===== src/rtl/btn_debounce.sv =====
// Purpose : debounce N_CH asynchronous pad inputs into clk-synchronous levels with 1-cycle rise/fall pulses.
// Latency : a raw change held stable appears on clean_out DEBOUNCE_CYCLES+2 edges after the change (counting its first sampling edge).
// Backpress: none; free-running input conditioner, outputs are always valid.
//
// Ports:
//   clk          rising-edge system clock
//   rst_n        asynchronous active-low reset, clears every flop
//   raw_in       raw pad inputs, asynchronous to clk
//   clean_out    debounced level per channel (registered)
//   rise_pulse   one-cycle pulse on the edge clean_out[i] goes 0->1 (registered)
//   fall_pulse   one-cycle pulse on the edge clean_out[i] goes 1->0 (registered)
//   press_count  8-bit wrapping count of channel-0 rises; present only when
//                PRESS_COUNT_EN is defined
//
// Build option: define PRESS_COUNT_EN to add the press_count port and register.
module btn_debounce #(
  parameter int N_CH            = 3,
  parameter int DEBOUNCE_CYCLES = 16
) (
  input  logic            clk,
  input  logic            rst_n,
  input  logic [N_CH-1:0] raw_in,
  output logic [N_CH-1:0] clean_out,
  output logic [N_CH-1:0] rise_pulse,
  output logic [N_CH-1:0] fall_pulse
`ifdef PRESS_COUNT_EN
  ,
  output logic [7:0]      press_count
`endif
);

  // Counter width is derived; DEBOUNCE_CYCLES >= 2 keeps it at least 1 bit.
  localparam int CNT_W = $clog2(DEBOUNCE_CYCLES);
  localparam logic [CNT_W-1:0] CNT_MAX = CNT_W'(DEBOUNCE_CYCLES - 1);

  logic [N_CH-1:0]  sync1_q, sync2_q;
  logic [N_CH-1:0]  clean_q, clean_d;
  logic [N_CH-1:0]  rise_q, rise_d;
  logic [N_CH-1:0]  fall_q, fall_d;
  logic [CNT_W-1:0] cnt_q [N_CH];
  logic [CNT_W-1:0] cnt_d [N_CH];

  // Two-flop synchronizer; raw_in is asynchronous to clk.
  always_ff @(posedge clk or negedge rst_n) begin
    if (!rst_n) begin
      sync1_q <= '0;
      sync2_q <= '0;
    end else begin
      sync1_q <= raw_in;
      sync2_q <= sync1_q;
    end
  end

  // Per-channel stability counter. Any cycle where the synchronized input
  // agrees with the accepted level throws the partial count away, so only an
  // unbroken run of DEBOUNCE_CYCLES differing cycles moves clean_out.
  always_comb begin
    clean_d = clean_q;
    rise_d  = '0;
    fall_d  = '0;
    for (int i = 0; i < N_CH; i++) begin
      cnt_d[i] = '0;
      if (sync2_q[i] != clean_q[i]) begin
        if (cnt_q[i] == CNT_MAX) begin
          clean_d[i] = sync2_q[i];
          rise_d[i]  = sync2_q[i];
          fall_d[i]  = ~sync2_q[i];
        end else begin
          cnt_d[i] = cnt_q[i] + CNT_W'(1);
        end
      end
    end
  end

  always_ff @(posedge clk or negedge rst_n) begin
    if (!rst_n) begin
      clean_q <= '0;
      rise_q  <= '0;
      fall_q  <= '0;
      for (int i = 0; i < N_CH; i++) begin
        cnt_q[i] <= '0;
      end
    end else begin
      clean_q <= clean_d;
      rise_q  <= rise_d;
      fall_q  <= fall_d;
      for (int i = 0; i < N_CH; i++) begin
        cnt_q[i] <= cnt_d[i];
      end
    end
  end

  assign clean_out  = clean_q;
  assign rise_pulse = rise_q;
  assign fall_pulse = fall_q;

`ifdef PRESS_COUNT_EN
  logic [7:0] press_q, press_d;

  // Counts on the same edge that raises rise_pulse[0], so the count and the
  // pulse become visible together. Wraps naturally at 8 bits.
  always_comb begin
    press_d = press_q;
    if (rise_d[0]) begin
      press_d = press_q + 8'd1;
    end
  end

  always_ff @(posedge clk or negedge rst_n) begin
    if (!rst_n) begin
      press_q <= '0;
    end else begin
      press_q <= press_d;
    end
  end

  assign press_count = press_q;
`endif

endmodule


===== config.mk =====
export PLATFORM = sky130hd
export DESIGN_NAME = btn_debounce
export DESIGN_NICKNAME = d
export VERILOG_FILES = /design/src/rtl/btn_debounce.sv
export SDC_FILE = /design/constraint.sdc
export NUM_CORES = 1
export LEC_CHECK = 0
export CAP_MARGIN = 20
export CORE_MARGIN = 5
export CORE_UTILIZATION = 30
export CTS_CLUSTER_SIZE = 30
export DETAILED_ROUTE_END_ITERATION = 10
export PLACE_DENSITY = 0.49
export SLEW_MARGIN = 40
export SYNTH_ARGS = -nofsm -noshare
export SYNTH_HDL_FRONTEND = slang
export SYNTH_SLANG_ARGS = --single-unit

===== constraint.sdc =====
create_clock -name clk -period 1.2 [get_ports clk]
set_input_delay 0.12 -clock clk [delete_from_list [all_inputs] [get_ports clk]]
set_output_delay 0.12 -clock clk [all_outputs]
set_load 0.01 [all_outputs]

---- After elaboration in Yosys (flattened, before gate mapping) ----
Cells that the tools add are included.
storage, ports and cells
  logic and storage cells ................. 43
  output and inout bits ................... 9
  register bits after elaboration ......... 27
operators by class
  equality and inequality tests ........... 6
  bitwise gates (word level) .............. 3
  add/subtract/negate cells ............... 3
  reduce and logical (&&, ||, !) cells .... 3
  mux-type cells .......................... 18
operator list
  operator                                     number
  2-to-1 mux 4 bit                             6
  adder 4 x 1 -> 4 bit, second input constant  3
  == test 4 bit, second input constant         3
  2-to-1 mux 1 bit                             12
  AND reduction 2 bit                          3
  != test 1 bit                                3
  inverter 1 bit                               3

---- Longest topological paths before layout ----
  depth in word-level cells ............... 3
  mapped depth ............................ 4
  mapped depth without buffers ............ 4

---- Worst setup path after synthesis ----
OpenSTA, ideal clock, no wires.
  path type ............................... flip-flop to flip-flop
  from .................................... reg cnt_q[4] (netlist name)
  to ...................................... reg clean_q[1], in the netlist clean_out[1]
  data required time ...................... 1075 ps
  setup time .............................. 125 ps
  buffers on the path ..................... 0
  arrival ................................. 1032 ps
  setup slack ............................. 43 ps
  clock period less this slack ............ 1157 ps
  cell stages (with the launch flop) ...... 4
  path through ............................ dfrtp_1 > ha_1 > nand3_2 > mux2_4
between the ends
  word-level cells in the longest chain between the ends .. 2
ends and longest elaborated chain
  what                               line  text
  from (decl)                        40    logic [CNT_W-1:0] cnt_q [N_CH];
  from (signal, indexed assignment)  88    cnt_q[i] <= cnt_d[i];
  == test 4 bit                      64    if (cnt_q[i] == CNT_MAX) begin
  AND reduction 2 bit (no line)      -
  to (signal assigned)               84    clean_q <= clean_d;
  to (decl)                          37    logic [N_CH-1:0] clean_q, clean_d;
No other way between the ends.
A chain may end at the register's enable or synchronous reset.

---- Worst setup path in the final report ----
  from .................................... reg cnt_q[5] (netlist name)
  to ...................................... reg rise_q[1], in the netlist rise_pulse[1]
between the ends
  word-level cells in the longest chain between the ends .. 3
ends and longest elaborated chain
  what                  line  text
  == test 4 bit         64
  2-to-1 mux 1 bit      64
  2-to-1 mux 1 bit      63    if (sync2_q[i] != clean_q[i]) begin
  named net rise_d[1]   38    logic [N_CH-1:0] rise_q, rise_d;
  to (signal assigned)  85    rise_q <= rise_d;
  to (decl)             38
The timed path passes the listed nets, and every way through them passes these cells.

==> results.md <==
* Cell internal power dissipation at 1.15 mW
* Arrival @ worst endpoint at 1360 ps
* Vias in the first global route at 628
* Number of antenna violations at the first check in global routing at 0
* TritonCTS clock tree: done
* Post-place instance area at 1300 µm²
* Site row count at 21
* Kind of end point of the critical path: register
* Die height at 68.8 µm
* Count of placed standard cells in the final layout, fillers left out at 148
* Post-cts hold buffer count at 0
* Remaining Overflow, GRT at 0
* Worst-case setup slack after placement at 40.7 ps
* GR met3 Demand/Resource at 0.0454
* Biggest area contributors in the synthesized netlist: sky130_fd_sc_hd__dfrtp_1 65%, sky130_fd_sc_hd__xnor2_1 5.1%, sky130_fd_sc_hd__mux2_4 4.3%, sky130_fd_sc_hd__nor3b_1 4.3%, sky130_fd_sc_hd__ha_1 3.6%
* Worst Max-Slew Pin Slew at 400 ps
* Proportion of synthesized chip area in sequential cells at 0.652
* Count of final hold-check violations at 0
* Share of layout cells above drive strength 1 at 0.304
* Unrepaired setup endpoints after global routing: false
* Net switching fraction of the power at 0.222
* Clk network pwr share at 0.253
* Syn Area/Cell at 14.4 µm²
* Global route hottest layer: met2
* Cell variety after synth at 13
* Remaining DRCs at 0
* Post-Route WL at 1590 µm
* Achievable frequency at 892 MHz
* Net Switching at 0.328 mW
* Time the final worst path needs with I/O delays and setup at 1120 ps
* Count of yosys warnings during synthesis at 0
* Cells traversed along the worst timing path: ha_2 > nand3_2 > buf_4 > nor3b_1
* Die area at 4730 µm²
* Final #Nets at 111
* Total global routing track utilization at 0.0789
* Number of search-and-repair iterations in the first detailed-routing pass at 4
* Run status: finished, final reports clean
* Final cell area excluding filler cells at 1370 µm²
* Number of DRC markers after the initial detailed-route iteration at 43
* Leakage at 0.629 nW
* Wire length of the first global-routing pass at 2680 µm
* Flops & latches, synth at 27
* Setup Crit Path Kind: reg -> reg
* H-tree levels at 1
* Worst path required time at 1440 ps
* Critical path launch point type: register
* Diode insertion count for antenna repair at 0
* Via count normalized by instance count at 4.20
* Buffer depth of the longest clock path at 2
* Count of buffer and inverter cells on the critical path at 1
* Share of the synthesized area in the top cell type at 0.652
* Starting density of the core at 0.310
* Routed wire per std cell at 10.7 µm
* PortBufs at 13
* Num ports at 14
* ANT nets after route at 0
* Post-route clock period utilization at 0.934
* Biggest area consumer among synthesized cells: sky130_fd_sc_hd__dfrtp_1
* Max transition margin at 0.732
* Largest delay share family, worst path: flip-flops
* Number of setup violations in the final report at 0
* Met2 track utilization from global routing at 0.125
* Reg power frac at 0.660
* Synthesized Nets at 80
* Combinational group share of total power at 0.086
* Pin count of the biggest net entering global routing at 28
* Number of placed instances with taps included at 140
* Cell count after synthesis at 72
* Tightest Hold Check Type: in -> async
* Dpl hpwl at 1110 µm
* Critical-path cell with the highest stage delay: sky130_fd_sc_hd__dfrtp_1
* Final weighted congestion in routability-driven placement at 0.786
* Overall via count from detail_route at 621
* Power Density at 1080 nW/µm²
* Met1 track demand over resource at 0.0877
* Num CTS Buffers at 3
* Setup TNS after final layout at 0 ps
* Slew Limit Fails at 0
* Largest fanout on the critical path at 3
* Maximum capacitance violations at 0
* Slack of the worst reg-to-reg path at 80 ps
* Setup skew after layout at 5.02 ps
* CTS Root Buffer Type: sky130_fd_sc_hd__clkbuf_4
* Worst-Skew Late Latency at 310 ps
* Total core area at 3340 µm²
* Clock Pin Slew Worst Setup and Hold Paths at 130 ps
* Die span in x at 68.8 µm
* Area growth syn-to-layout at 32.4%
* Count of clock tree sinks at 27
* Worst stage delay on the critical path at 390 ps
* Worst-case setup margin in the final layout at 79.5 ps
* Post-synthesis cell area at 1040 µm²
* Worst ir drop on vdd at 0.691 mV
* Final cell utilization of the core at 0.411
==> worst register-to-register path, stage by stage, from the launching register on <==
cell and delay, ps:
sky130_fd_sc_hd__dfrtp_1 390, sky130_fd_sc_hd__ha_2 220, sky130_fd_sc_hd__nand3_2 100, sky130_fd_sc_hd__buf_4 150, sky130_fd_sc_hd__nor3b_1 180
==> kinds of logic (layout without fill, tap and decap cells) <==
group                      Yosys count  in the layout  synth area share
adders and majority gates            3              3            0.0362
AOI/OAI and AO/OA                    9              9            0.0435
buffers and inverters                3             33            0.0109
muxes                                3              3            0.0435
DFF                                 27             27             0.652
xor gates and xnor gates             6              6            0.0507
and+or+nand+nor                     21             21             0.163
==> power groups by stage <==
stage               Sequential (mW)  Clock, mW  Combinational, mW
floorplan                     0.988          0             0.0546
global placement              0.989          0              0.122
detailed placement            0.991          0              0.122
CTS                           0.973      0.404              0.123
global route                  0.980      0.443              0.145
finish                        0.974      0.374              0.128
==> per-stage QoR <==
stage	total power, mW	hold slack [ps]
finish	1.47	132
global route	1.57	111
CTS	1.50	121
detailed placement	1.11	339
global placement	1.11	333
floorplan	1.04	-176
==> what timing repair did <==
item	CTS	global route
gates cloned	0	0
buffers inserted	3	1
endpoints found under the hold margin	0	0
setup endpoints to repair	9	5
resized for setup	9	6
==> routing by layer <==
| layer | share of wire | vias up |
|---|---|---|
| li1 | - | 306 |
| met1 | 0.42 | 301 |
| met2 | 0.49 | 12 |
| met3 | 0.076 | 2 |
| met4 | 0.011 | 0 |
| met5 | 0 | - |
==> flip-flops by register name, summed over array words and instances (netlist names) <==
| name | cells |
|---|---|
| sync1_q | 3 |
| sync2_q | 3 |
| rise_pulse | 3 |
| fall_pulse | 3 |
| cnt_q | 12 |
| clean_out | 3 |
==> cell type report <==
cell class | count | area, µm²
tap | 46 | 57.6
clock buffer | 4 | 26.3
sequential | 27 | 676
inverter | 3 | 11.3
timing repair buffer | 26 | 229
fill | 321 | 1970
multi-input combinational | 42 | 372
==> Yosys cell counts (all sizes together) <==
master	number
nand4b	3
ha	3
a21oi	6
mux2	3
o21ai	3
xnor2	6
nand3	3
dfrtp	27
inv	3
nor2	3
nor2b	3
nor3b	9
==> cells in the final DEF, fill, tap and decap left out, drive strengths merged <==
cell	n
o21ai	3
nor2b	3
clkdlybuf4s50	4
nor3b	9
a21oi	6
nor2	3
buf	13
nand4b	3
dfrtp	27
dlygate4sd2	9
xnor2	6
mux2	3
inv	3
nand3	3
clkbuf	4
ha	3
==> path summary, 6_finish.rpt <==
| check | startpoint | to | depth (start not counted) |
|---|---|---|---|
| min | rst_n | cnt_q[6] | 2 |
| min in group clk | raw_in[0] | sync1_q[0] | 1 |
| min reg2reg | sync1_q[2] | sync2_q[2] | 0 |
| max in group asynchronous | rst_n | cnt_q[3] | 2 |
| max | cnt_q[5] | rise_pulse[1] | 4 |
| max reg2reg | cnt_q[5] | rise_pulse[1] | 4 |
Power figures use the tool's default switching activity.
